[config.mk]
export PLATFORM = sky130hd
export DESIGN_NAME = counter_updown_n
export DESIGN_NICKNAME = d
export VERILOG_FILES = /design/src/rtl/counter_updown_n.sv
export SDC_FILE = /design/constraint.sdc
export NUM_CORES = 1
export LEC_CHECK = 0
export BUFFER_PORTS_ARGS = -buffer_cell sky130_fd_sc_hd__buf_2
export CAP_MARGIN = 25
export CORE_AREA = 2 2 39 41
export CTS_CLUSTER_SIZE = 24
export DETAILED_ROUTE_END_ITERATION = 6
export DIE_AREA = 0 0 41 43
export PLACE_DENSITY = 0.58
export SLEW_MARGIN = 20
export SYNTH_ARGS = -nofsm -noshare
export SYNTH_HDL_FRONTEND = slang
export SYNTH_SLANG_ARGS = --single-unit
[constraint.sdc]
create_clock -name clk -period 4.1 [get_ports clk]
set_input_delay 0.41 -clock clk [delete_from_list [all_inputs] [get_ports clk]]
set_output_delay 0.41 -clock clk [all_outputs]
set_load 0.01 [all_outputs]
[src/rtl/counter_updown_n.sv]
// Parametrised up/down counter with load, enable and wrap-or-saturate bounds.
// Latency: count/carry registered (1 cycle); at_max/at_min decode count combinationally.
// Backpressure: none; en gates stepping, load overrides en, rst overrides all.
module counter_updown_n #(
  parameter int WIDTH    = 4,
  parameter int MODULUS  = 2 ** WIDTH,
  parameter int SATURATE = 0,
  parameter int RST_VAL  = 0
) (
  input  logic             clk,
  input  logic             rst,
  input  logic             en,
  input  logic             up,
  input  logic             load,
  input  logic [WIDTH-1:0] load_val,
  output logic [WIDTH-1:0] count,
  output logic             carry,
  output logic             at_max,
  output logic             at_min
);

  // Top of the count range; MODULUS = 2**WIDTH gives all-ones here.
  localparam logic [WIDTH-1:0] MAX_CNT = WIDTH'(MODULUS - 1);
  localparam logic [WIDTH-1:0] RST_CNT = WIDTH'(RST_VAL);
  localparam logic [WIDTH-1:0] ONE     = WIDTH'(1);
  localparam bit               SAT     = (SATURATE != 0);

  logic [WIDTH-1:0] count_nxt;
  logic             carry_nxt;

  // Next-state: load (clamped into range) beats stepping; bounds use explicit
  // compares so a non-power-of-two modulus never lets count leave 0..MODULUS-1.
  always_comb begin
    count_nxt = count;
    carry_nxt = 1'b0;
    if (load) begin
      count_nxt = (load_val > MAX_CNT) ? MAX_CNT : load_val;
    end else if (en) begin
      if (up) begin
        if (count == MAX_CNT) begin
          carry_nxt = 1'b1;
          count_nxt = SAT ? count : '0;
        end else begin
          count_nxt = count + ONE;
        end
      end else begin
        if (count == '0) begin
          carry_nxt = 1'b1;
          count_nxt = SAT ? count : MAX_CNT;
        end else begin
          count_nxt = count - ONE;
        end
      end
    end
  end

  // State register with synchronous reset.
  always_ff @(posedge clk) begin
    if (rst) begin
      count <= RST_CNT;
      carry <= 1'b0;
    end else begin
      count <= count_nxt;
      carry <= carry_nxt;
    end
  end

  assign at_max = (count == MAX_CNT);
  assign at_min = (count == '0);

endmodule

* Word level (Yosys, flattened, before mapping)
Index checks and enable logic that the tools add are counted.
Word-level totals: bits of input ports 9, bits in registers 5, output and inout port bits 7, word-level logic and storage cells 19
Cells by class: mux-type cells 9, add/sub/neg operators 2, eq/ne operators 1, order comparisons 1, reductions and logical operators 3, bitwise operators 1
Operators by type and width (number):
- two-way mux 4 bit | 6
- adder 4 x 1 -> 4 bit (second input constant) | 1
- equality test 4 bit (second input constant) | 1
- > comparator 4 bit (second input constant) | 1
- logical NOT 4 bit | 1
- subtractor 4 x 1 -> 4 bit (second input constant) | 1
- two-way mux 1 bit | 3
- OR reduction 3 bit | 1
- nonzero test 2 bit | 1
- NOT 1 bit | 1

* Logic depth before layout (Yosys ltp)
depth in word-level cells 5, gate-level depth with buffers 6

* Worst setup path before layout
Ideal clock, no wire load.
path type register -> register, start point reg count[0], end point reg count[2], path buffers 0, library setup time 115 ps, path slack 2689 ps, stages on the path, launching flop included 7, arrival 1296 ps, cells stage by stage dfxtp_1 -> inv_1 -> ha_1 -> mux2_4 -> nand2_2 -> xnor2_1 -> o21a_1
Between the ends: word-level cells in the longest chain between the ends 5
Ends and longest elaborated chain:
- start: declaration | line 16 | output logic [WIDTH-1:0] count,
- start signal: assignment | line 63 | count <= count_nxt;
- subtractor 4 x 1 -> 4 bit, or another cell as far along | line 51 | count_nxt = count - ONE;
- two-way mux 4 bit (on tied branches) | line 47, 40
- two-way mux 4 bit (*) | line 39 | if (up) begin
- two-way mux 4 bit (*) | line 38 | end else if (en) begin
- two-way mux 4 bit (*) | line 36 | if (load) begin
Mark *: on every way between the ends. The rest lies on a longest branch, timed or not. The select of a mux whose other input is x is not followed. A chain may end at the register's enable or synchronous reset.

* Worst setup path after layout
start point reg count[0], end point out at_min
Between the ends: word-level cells in the longest chain between the ends 1
Ends and longest elaborated chain:
- logical NOT 4 bit | line 69 | assign at_min = (count == '0);
- end: declaration | line 19 | output logic at_min
No other way between the ends.

==> impl_metrics.yaml <==
global_route:
  grt_pass1_wl_um: 1221
  grt_max_degree: 10
  antenna_found_initial: 0
  grt_use_total_pct: 10.95
  grt_pass1_vias: 313
  overflow: 0
routing:
  wl_per_cell_um: 11.08
  ant_nets: 0
  drt-total-wl_um: 842
  dr_total_vias: 359
  drt_iter0_markers: 2
  via_per_inst: 4.724
  drc: 0
  dr.pass1.iters: 4
worst_setup_path:
  reg2reg_to: "count[1]"
  crit_type: "flop to output pin"
  worst-r2r-setup-slack_ns: 2.62
  ff2ff_path_depth: 6
  arrival_ns: 1.32
  path_max_fanout: 8
  timing.rr.start: "count[0]"
  crit_required_ns: 3.69
  critPathLaunchType: "flop"
  cp-end-kind: "output pin"
clock_network:
  clk_pin_slew_worst_paths_ns: 0.04
  postCtsSetupRepairBufs: 0
  cts.root.buffer_cell: "clkbuf_4"
  insertion_delay_ns: 0.25
  numCtsBuffers: 3
  cts_tree: "yes"
  cts-resized-gates: 0
  cts_hold_buf: 0
  clockBufferDepth: 2
  clock-sinks: 5
  h-tree-depth: 1
placement:
  place.gp.congestion: 0.6521
  place_hpwl_um: 619.5
  io_buffers: 15
  place_ws_ns: 2.618
final_layout:
  seq_area_um2: 100.1
  drive_above_1_share_pct: 38.33
  final.fill_count: 151
  num_antenna_cells: 0
  nets: 72
  area_growth_pct: 28.33
  multiInputGateArea_um2: 241.5
timing:
  setup_viol: 0
  maxSlewViolCount: 0
  worst_slew_pin_slew_ns: 0.2872
  finalCriticalPeriod_ns: 1.725
  fmax_mhz: 579.6
  skew_ns: 0.002077
  layout_setup_ws_ns: 2.375
  tns_ns: 0
  holdWs_ns: 0.3988
  slew-limit-headroom_pct: 80.83
  finalCritPeriodShare_pct: 42.08
  rsz0062_at_grt: "no"
  hold_viol: 0
worst_hold_path:
  hold_start: "rst"
  hold_depth: 2
  hold_class: "input port to flop"
  hold_end: "count[3]"
pwr:
  ir_worst_vdd_v: 0.0001323
  power_density_mw_per_mm2: 326.3
  total_power_w: 0.0001572
  p_leak_nw: 0.2418
floorplanning:
  num_rows: 14
  coreArea_mm2: 0.001384
  die-area_mm2: 0.001763
  die_height_um: 43
  die_w_um: 41
  ioPinCount: 16
  start_util_pct: 27.12
yosys:
  yosys.area.top_type_share_pct: 26.67
  ys_seq_area_share_pct: 26.67
  yosysUniqueCellTypes: 26
  synth_warnings: 0
  syn_nets: 54
  synth-seq-cells: 5
  syn_avg_cell_area_um2: 8.729
  synth_area_leaders: "dfxtp_1 (27%), xnor2_1 (7.0%), ha_1 (6.7%)"
  synth_top_cell_by_area: "dfxtp_1"
  synthCells: 43
  syn_area_um2: 375.4
outcome:
  outcome: "complete, no violations"
job:
  maxCapViolCount: 0
==> sequential cells by signal (all words and copies together), names as in the netlist <==
signal and flops:
carry 1, count 4
==> area by class of cell <==
type                       count  area share [%]
clock buffer                   4           5.455
sequential                     5           20.78
tap                           16           4.156
timing repair buffer          15           15.58
multi-input combinational     31           50.13
inverter                       5           3.896
==> report_power, final <==
group	switching (W)	internal, W	leakage, nW
Combinational	0.0000195	0.0000211	0.185
Clock	0.0000208	0.0000368	0.0150
Sequential	0.00000656	0.0000524	0.0414
Total	0.0000469	0.000110	0.242
==> per-stage QoR <==
| stage | cells | util [%] | area (µm²) |
|---|---|---|---|
| 2_1_floorplan | 43 | - | 375.4 |
| 3_3_place_gp | 72 | 32.91 | 455.4 |
| 3_5_place_dp | 72 | 32.91 | 455.4 |
| 4_1_cts | 76 | 34.81 | 481.7 |
| 5_1_grt | 76 | 34.81 | 481.7 |
| 6_report | 76 | 34.81 | 481.7 |
==> critical path: stages, from the launching register on <==
cell and delay (ns):
dfxtp_1 0.46, inv_1 0.07, ha_1 0.22, nor3b_2 0.16, buf_2 0.15
==> layer usage <==
layer / GRT usage, % / vias up / wire length [µm]
met3: 1.571 / 4 / 34
met1: 12.90 / 160 / 390
met4: 12.00 / 0 / 23
met5: 0 / - / 0
met2: 15.00 / 11 / 394
li1: - / 184 / -
==> Yosys cell counts <==
cell type / count
o21ai_0: 1
nand4_1: 1
mux2i_1: 2
a21oi_1: 2
dfxtp_1: 5
nor2b_1: 2
nor3_2: 1
o21a_1: 1
a31oi_1: 1
and3_1: 1
a21o_1: 1
a211o_1: 1
nor2_1: 4
mux2_4: 1
buf_6: 1
o21ai_1: 1
nand2_1: 1
o41ai_1: 1
inv_1: 5
nand2_2: 1
clkbuf_1: 1
xnor2_1: 3
nor3b_2: 1
ha_1: 2
nor4b_1: 1
a221oi_2: 1
==> worst max-delay path by stage <==
stage	start	end	slack, ns	cells past startpoint
2_1_floorplan	count[0]	count[2]	2.69	6
3_3_place_gp	count[0]	at_min	2.66	4
3_5_place_dp	count[0]	at_min	2.62	4
4_1_cts	count[0]	at_min	2.35	4
5_1_grt	count[0]	at_min	2.28	4
6_report	count[0]	at_min	2.37	4
==> cell usage in the layout, fill, tap and decap left out, drive strengths merged, types with 2 or more instances in the layout <==
master and count:
buf 15, inv 5, dfxtp 5, nor2 4, clkbuf 4, xnor2 3
mux2i 2, nor2b 2, a21oi 2, ha 2, nand2 2, o21ai 2
==> logic make-up after synthesis <==
kind of cell    Yosys count  share of synthesized area [%]
xor+xnor                  3                          7.001
flops                     5                          26.67
mux                       3                          9.332
simple gates             13                          21.67
fa+ha+maj                 2                          6.666
compound gates           10                          19.67
buf+inv                   7                          8.999
Note: power is estimated with default switching activity, not from simulation.
